--- src/rtl/anim_timer_pkg.sv ---
// Shared types and mode constants for the multi-channel animation interval timer.
package anim_timer_pkg;
    typedef enum logic [1:0] {ST_IDLE, ST_RUN, ST_PAUSED, ST_DONE} anim_tmr_state_t;

    localparam logic MODE_ONESHOT  = 1'b0;
    localparam logic MODE_PERIODIC = 1'b1;
endpackage

--- src/rtl/anim_timer_ch.sv ---
// One timer channel: a state machine plus a tick counter. Limit and mode are captured when the channel starts.
import anim_timer_pkg::*;

module anim_timer_ch #(
    parameter int CNT_W = 8
) (
    input  logic             clk,
    input  logic             rst_n,
    input  logic             en,
    input  logic             tick,
    input  logic             start,
    input  logic             stop,
    input  logic             pause,
    input  logic             periodic,
    input  logic [CNT_W-1:0] limit,
    output logic [CNT_W-1:0] count,
    output logic             busy,
    output logic             done,
    output logic             done_pulse
);
    anim_tmr_state_t state_q, state_n;
    logic [CNT_W-1:0] count_q, count_n, lim_q, lim_n;
    logic             mode_q, mode_n, pulse_q, pulse_n;
    logic [CNT_W:0]   inc;

    // The extra bit keeps a limit of all-ones from wrapping during the compare.
    assign inc = {1'b0, count_q} + (CNT_W+1)'(1);

    always_ff @(posedge clk or negedge rst_n) begin
        if (!rst_n) begin
            state_q <= ST_IDLE;
            count_q <= '0;
            lim_q   <= '0;
            mode_q  <= MODE_ONESHOT;
            pulse_q <= 1'b0;
        end else begin
            state_q <= state_n;
            count_q <= count_n;
            lim_q   <= lim_n;
            mode_q  <= mode_n;
            pulse_q <= pulse_n;
        end
    end

    always_comb begin
        state_n = state_q;
        count_n = count_q;
        lim_n   = lim_q;
        mode_n  = mode_q;
        pulse_n = 1'b0;
        if (!en || stop) begin
            state_n = ST_IDLE;
            count_n = '0;
        end else if (start) begin
            count_n = '0;
            lim_n   = limit;
            mode_n  = periodic;
            if (limit == '0) begin
                pulse_n = 1'b1;
                state_n = (periodic == MODE_ONESHOT) ? ST_DONE : ST_RUN;
            end else begin
                state_n = ST_RUN;
            end
        end else begin
            case (state_q)
                ST_RUN: begin
                    if (pause) begin
                        state_n = ST_PAUSED;
                    end else if (tick) begin
                        // ">=" also covers a periodic channel with a zero limit: it pulses every tick.
                        if (inc >= {1'b0, lim_q}) begin
                            pulse_n = 1'b1;
                            if (mode_q == MODE_PERIODIC) begin
                                count_n = '0;
                            end else begin
                                count_n = lim_q;
                                state_n = ST_DONE;
                            end
                        end else begin
                            count_n = inc[CNT_W-1:0];
                        end
                    end
                end
                ST_PAUSED: if (!pause) state_n = ST_RUN;
                default: ;
            endcase
        end
    end

    assign count      = count_q;
    assign busy       = (state_q == ST_RUN) || (state_q == ST_PAUSED);
    assign done       = (state_q == ST_DONE);
    assign done_pulse = pulse_q;
endmodule

--- src/rtl/anim_interval_timer.sv ---
// Shared base-tick prescaler feeding NUM_CH independent interval timer channels.
import anim_timer_pkg::*;

module anim_interval_timer #(
    parameter int NUM_CH   = 2,
    parameter int CNT_W    = 8,
    parameter int TICK_DIV = 100000000,
    parameter int PRE_W    = 27
) (
    input  logic                    clk,
    input  logic                    rst_n,
    input  logic                    en,
    input  logic [NUM_CH-1:0]       start,
    input  logic [NUM_CH-1:0]       stop,
    input  logic [NUM_CH-1:0]       pause,
    input  logic [NUM_CH-1:0]       periodic,
    input  logic [NUM_CH*CNT_W-1:0] limit,
    output logic [NUM_CH*CNT_W-1:0] count,
    output logic [NUM_CH-1:0]       busy,
    output logic [NUM_CH-1:0]       done,
    output logic [NUM_CH-1:0]       done_pulse
);
    logic [PRE_W-1:0] pre;
    logic             tick;

    // Free-running while enabled; start does not re-phase it.
    assign tick = en && (pre == PRE_W'(TICK_DIV - 1));

    always_ff @(posedge clk or negedge rst_n) begin
        if (!rst_n)          pre <= '0;
        else if (!en || tick) pre <= '0;
        else                 pre <= pre + 1'b1;
    end

    for (genvar i = 0; i < NUM_CH; i++) begin : g_ch
        anim_timer_ch #(.CNT_W(CNT_W)) u_ch (
            .clk        (clk),
            .rst_n      (rst_n),
            .en         (en),
            .tick       (tick),
            .start      (start[i]),
            .stop       (stop[i]),
            .pause      (pause[i]),
            .periodic   (periodic[i]),
            .limit      (limit[i*CNT_W +: CNT_W]),
            .count      (count[i*CNT_W +: CNT_W]),
            .busy       (busy[i]),
            .done       (done[i]),
            .done_pulse (done_pulse[i])
        );
    end
endmodule

--- config.mk ---
export PLATFORM = sky130hd
export DESIGN_NAME = anim_interval_timer
export DESIGN_NICKNAME = d
export VERILOG_FILES = /design/src/rtl/anim_timer_pkg.sv /design/src/rtl/anim_timer_ch.sv /design/src/rtl/anim_interval_timer.sv
export SDC_FILE = /design/constraint.sdc
export NUM_CORES = 1
export LEC_CHECK = 0
export ABC_AREA = 1
export CORE_AREA = 2 2 108 110
export CTS_CLUSTER_DIAMETER = 120
export DETAILED_ROUTE_END_ITERATION = 10
export DIE_AREA = 0 0 110 112
export GPL_TIMING_DRIVEN = 0
export PLACE_DENSITY = 0.7
export SETUP_SLACK_MARGIN = 0.15
export SLEW_MARGIN = 20
export SYNTH_ARGS = -nofsm -noshare
export SYNTH_HDL_FRONTEND = slang
export SYNTH_HIERARCHICAL = 1
export SYNTH_SLANG_ARGS = --single-unit
--- constraint.sdc ---
create_clock -name clk -period 2.95 [get_ports clk]
set_clock_uncertainty 0.1 [all_clocks]
set_input_delay 0.295 -clock clk [delete_from_list [all_inputs] [get_ports clk]]
set_output_delay 0.295 -clock clk [all_outputs]
set_load 0.05 [all_outputs]
==> flow_summary.ini <==
[worst_hold_path]
hold_path.class = in -> async

[worst_setup_path]
cpMostUsedCell = nand2_1
worstSetupPathType = reg -> reg
crit_path_end_kind = flop
cp_cell_sequence = ha_1, nand3_2, xor2_1, inv_1, ha_1, nand2_1, nor2_1, nand2_1, nand3_1, nand2_1, nand2_1, nand2_1, nand2_2, buf_6, o21ai_0, nand3_1, nand2_1
rr_worst_depth = 17
cp_max_fo = 10
arrival_ns = 2.78
critPathLaunchType = flop
critPathRequiredTime_ns = 3.08
slowest_delay_ns = 0.45
cp_slowest_cell = dfrtp_2

[route]
drt_wl_total_um = 10200
route.detailed.drc = 0
detail-route-antenna-nets = 0
drtIter0Drc = 206
vias = 3972
vias_per_cell = 4.92
firstDrtPassIters = 5
wl_per_cell_um = 12.6

[global_routing]
grt-ovfl-total = 0
first_global_vias = 3920
grt_pass1_wl_um = 17500
grt_start_max_net_pins = 46
grt_use_total_pct = 17.8
antenna_found_initial = 0

[logic_synthesis]
synth.cell_area_um2 = 4390
syn-num-nets = 651
synth_seq_area_share_pct = 38.2
synth.avg_cell_area_um2 = 7.33
ys_seq_elements = 67
yosys_warnings = 6
synth_cell_types = 32
netlist.area_leader.share_pct = 38.2
ys_top_cells_by_area = dfrtp_1, nand2_1, ha_1
synth_top_area_cell = dfrtp_1
synthCells = 599

[cells_and_area]
post-route-cell-area_um2 = 5470
drive_gt1_share_pct = 11.6
diodes = 0
fin_nets = 712
postLayoutCoreUtil_pct = 49.0
syn2layout_area_growth_pct = 24.7

[timing]
rsz0062_at_grt = no
max_freq_mhz = 377
hold_ws_ns = 0.307
setup_viol = 0
finalHoldViolCount = 0
maxSlewViolCount = 0
layout_worst_path_cycle_share_pct = 89.9
worst_pin_slew_ns = 0.510
period_minus_slack_ns = 2.65
slew_headroom_pct = 65.9

[placement]
gp_congestion = 0.954
port_buffers = 48
dp_hpwl_um = 7560
placed_cell_area_um2 = 5070

[power_and_ir_drop]
p_sw_uw = 631
switching_share_pct = 23.8
p_leak_uw = 0.00264
comb_power_share_pct = 12.1
p_clk_share_pct = 50.7
pwr-share-seq_pct = 37.2
power_uw = 2650
p_int_uw = 2020
power_density_nw_per_um2 = 485
max-vdd-ir-drop_mv = 0.314

[cts]
cts_buffer_depth = 2
worstSkewPairLatency_ns = 0.34
numCtsBuffers = 9
post-cts-setup-buffers = 0
h-tree-depth = 3
cts_sinks = 67
clk_pin_slew_ns = 0.06
clockRootBuffer = clkbuf_16
cts_tree = yes

[floorplan]
chipWidth_um = 110
ios = 49
initial_utilization_pct = 39.3
core_area_um2 = 11200
die_y_um = 112
rows = 39
dieArea_um2 = 12300

[job]
cap_viol_max_count = 0

[outcome]
status = finished clean
## registers in the layout, indices dropped and copies added (netlist names)
signal,cells
g_ch.u_ch/mode_q,2
g_ch.u_ch/state_q,4
g_ch.u_ch/count,16
g_ch.u_ch/done_pulse,2
pre,27
g_ch.u_ch/lim_q,16
## per-stage QoR
| step | cells | worst slack, ns | setup TNS (ns) |
|---|---|---|---|
| final | 808 | 0.298 | 0 |
| after global routing | 808 | 0.159 | 0 |
| after CTS | 808 | 0.303 | 0 |
| after detailed placement | 791 | 0.351 | 0 |
| after global placement | 790 | -0.928 | -61.82 |
| after floorplan | 599 | 0.312 | 0 |
## placed cells by master (no fill, tap or decap), drive strengths merged
cell type / netlist / routed
bufinv: 0 / 4
ha: 25 / 25
o21ai: 37 / 37
a21oi: 5 / 5
nor4: 4 / 4
a22oi: 2 / 2
nand3: 43 / 43
o21bai: 2 / 2
nand2: 187 / 187
inv: 86 / 86
buf: 6 / 8
o21a: 2 / 2
or2: 8 / 8
nor2: 88 / 88
clkbuf: 2 / 12
clkdlybuf4s50: 0 / 47
clkinvlp: 0 / 1
xor2: 18 / 18
o22ai: 2 / 2
nor3: 2 / 2
a31oi: 6 / 6
dfrtp: 67 / 67
clkinv: 0 / 1
a21o: 2 / 2
dlygate4sd3: 0 / 1
xnor2: 5 / 5
## power by group through the flow
stage	Sequential [uW]	Clock [uW]	Combinational, uW
floorplan	998	0	194
global placement	1000	0	302
detailed placement	1000	0	316
CTS	988	1370	322
global route	992	1410	363
finish	988	1350	321
## final timing paths
| check | from | end | slack, ns |
|---|---|---|---|
| min | rst_n | g_ch[0].u_ch/lim_q[0] | 0.31 |
| min in group clk | pre[0] | pre[0] | 0.44 |
| max | g_ch[1].u_ch/count[0] | g_ch[1].u_ch/count[7] | 0.30 |
| max reg2reg | g_ch[1].u_ch/count[0] | g_ch[1].u_ch/count[7] | 0.30 |
| max in group asynchronous | rst_n | g_ch[1].u_ch/count[0] | 1.90 |
| min reg2reg | pre[0] | pre[0] | 0.44 |
## kinds of logic (layout without fill, tap and decap cells)
logic type                 Yosys count  in the layout  share of synthesized area [%]
and+or+nand+nor                    332            332                           33.6
buffers and inverters               94            160                           8.89
DFF                                 67             67                           38.2
AOI/OAI and AO/OA                   58             58                           7.58
adders and majority gates           25             25                           7.13
xor gates and xnor gates            23             23                           4.59
## what timing repair did
item	CTS	global route
hold buffers	1	0
endpoints found under the setup margin	0	18
gates resized for setup	0	4
endpoints found under the hold margin	22	0
## synth_stat cells (all sizes together)
cell type,count
a31oi,6
dfrtp,67
nand2,187
a21oi,5
ha,25
nor3,2
a22oi,2
o21a,2
xnor2,5
o21ai,37
inv,86
clkbuf,2
nor4,4
xor2,18
buf,6
nor2,88
or2,8
nand3,43
o22ai,2
o21bai,2
a21o,2
## worst max-delay path, delay by kind of cell (launching register included)
family | cells | cell delay, ns
XOR/XNOR | 1 | 0.20
AO/OA/AOI/OAI | 1 | 0.13
AND/OR/NAND/NOR | 11 | 0.88
flip-flops | 1 | 0.45
adder cells (fa/ha/maj) | 2 | 0.54
buffers and inverters | 2 | 0.22
## layout make-up
type / count / area [um2]
Inverter: 86 / 328
Clock buffer: 10 / 239
Timing Repair Buffer: 50 / 515
Sequential cell: 67 / 1680
Multi-Input combinational cell: 438 / 2330
Buffer: 8 / 62.6
Fill cell: 1110 / 5700
Clock inverter: 6 / 136
Tap cell: 143 / 179
## per-layer routing
metal	vias up	global-route usage (%)	routed length, um
met1	1885	23.0	4660
met5	-	0	0
met3	10	3.75	453
met2	90	29.3	4950
met4	0	6.16	132
li1	1987	-	-
No activity file was read; power rests on OpenSTA's default activity.
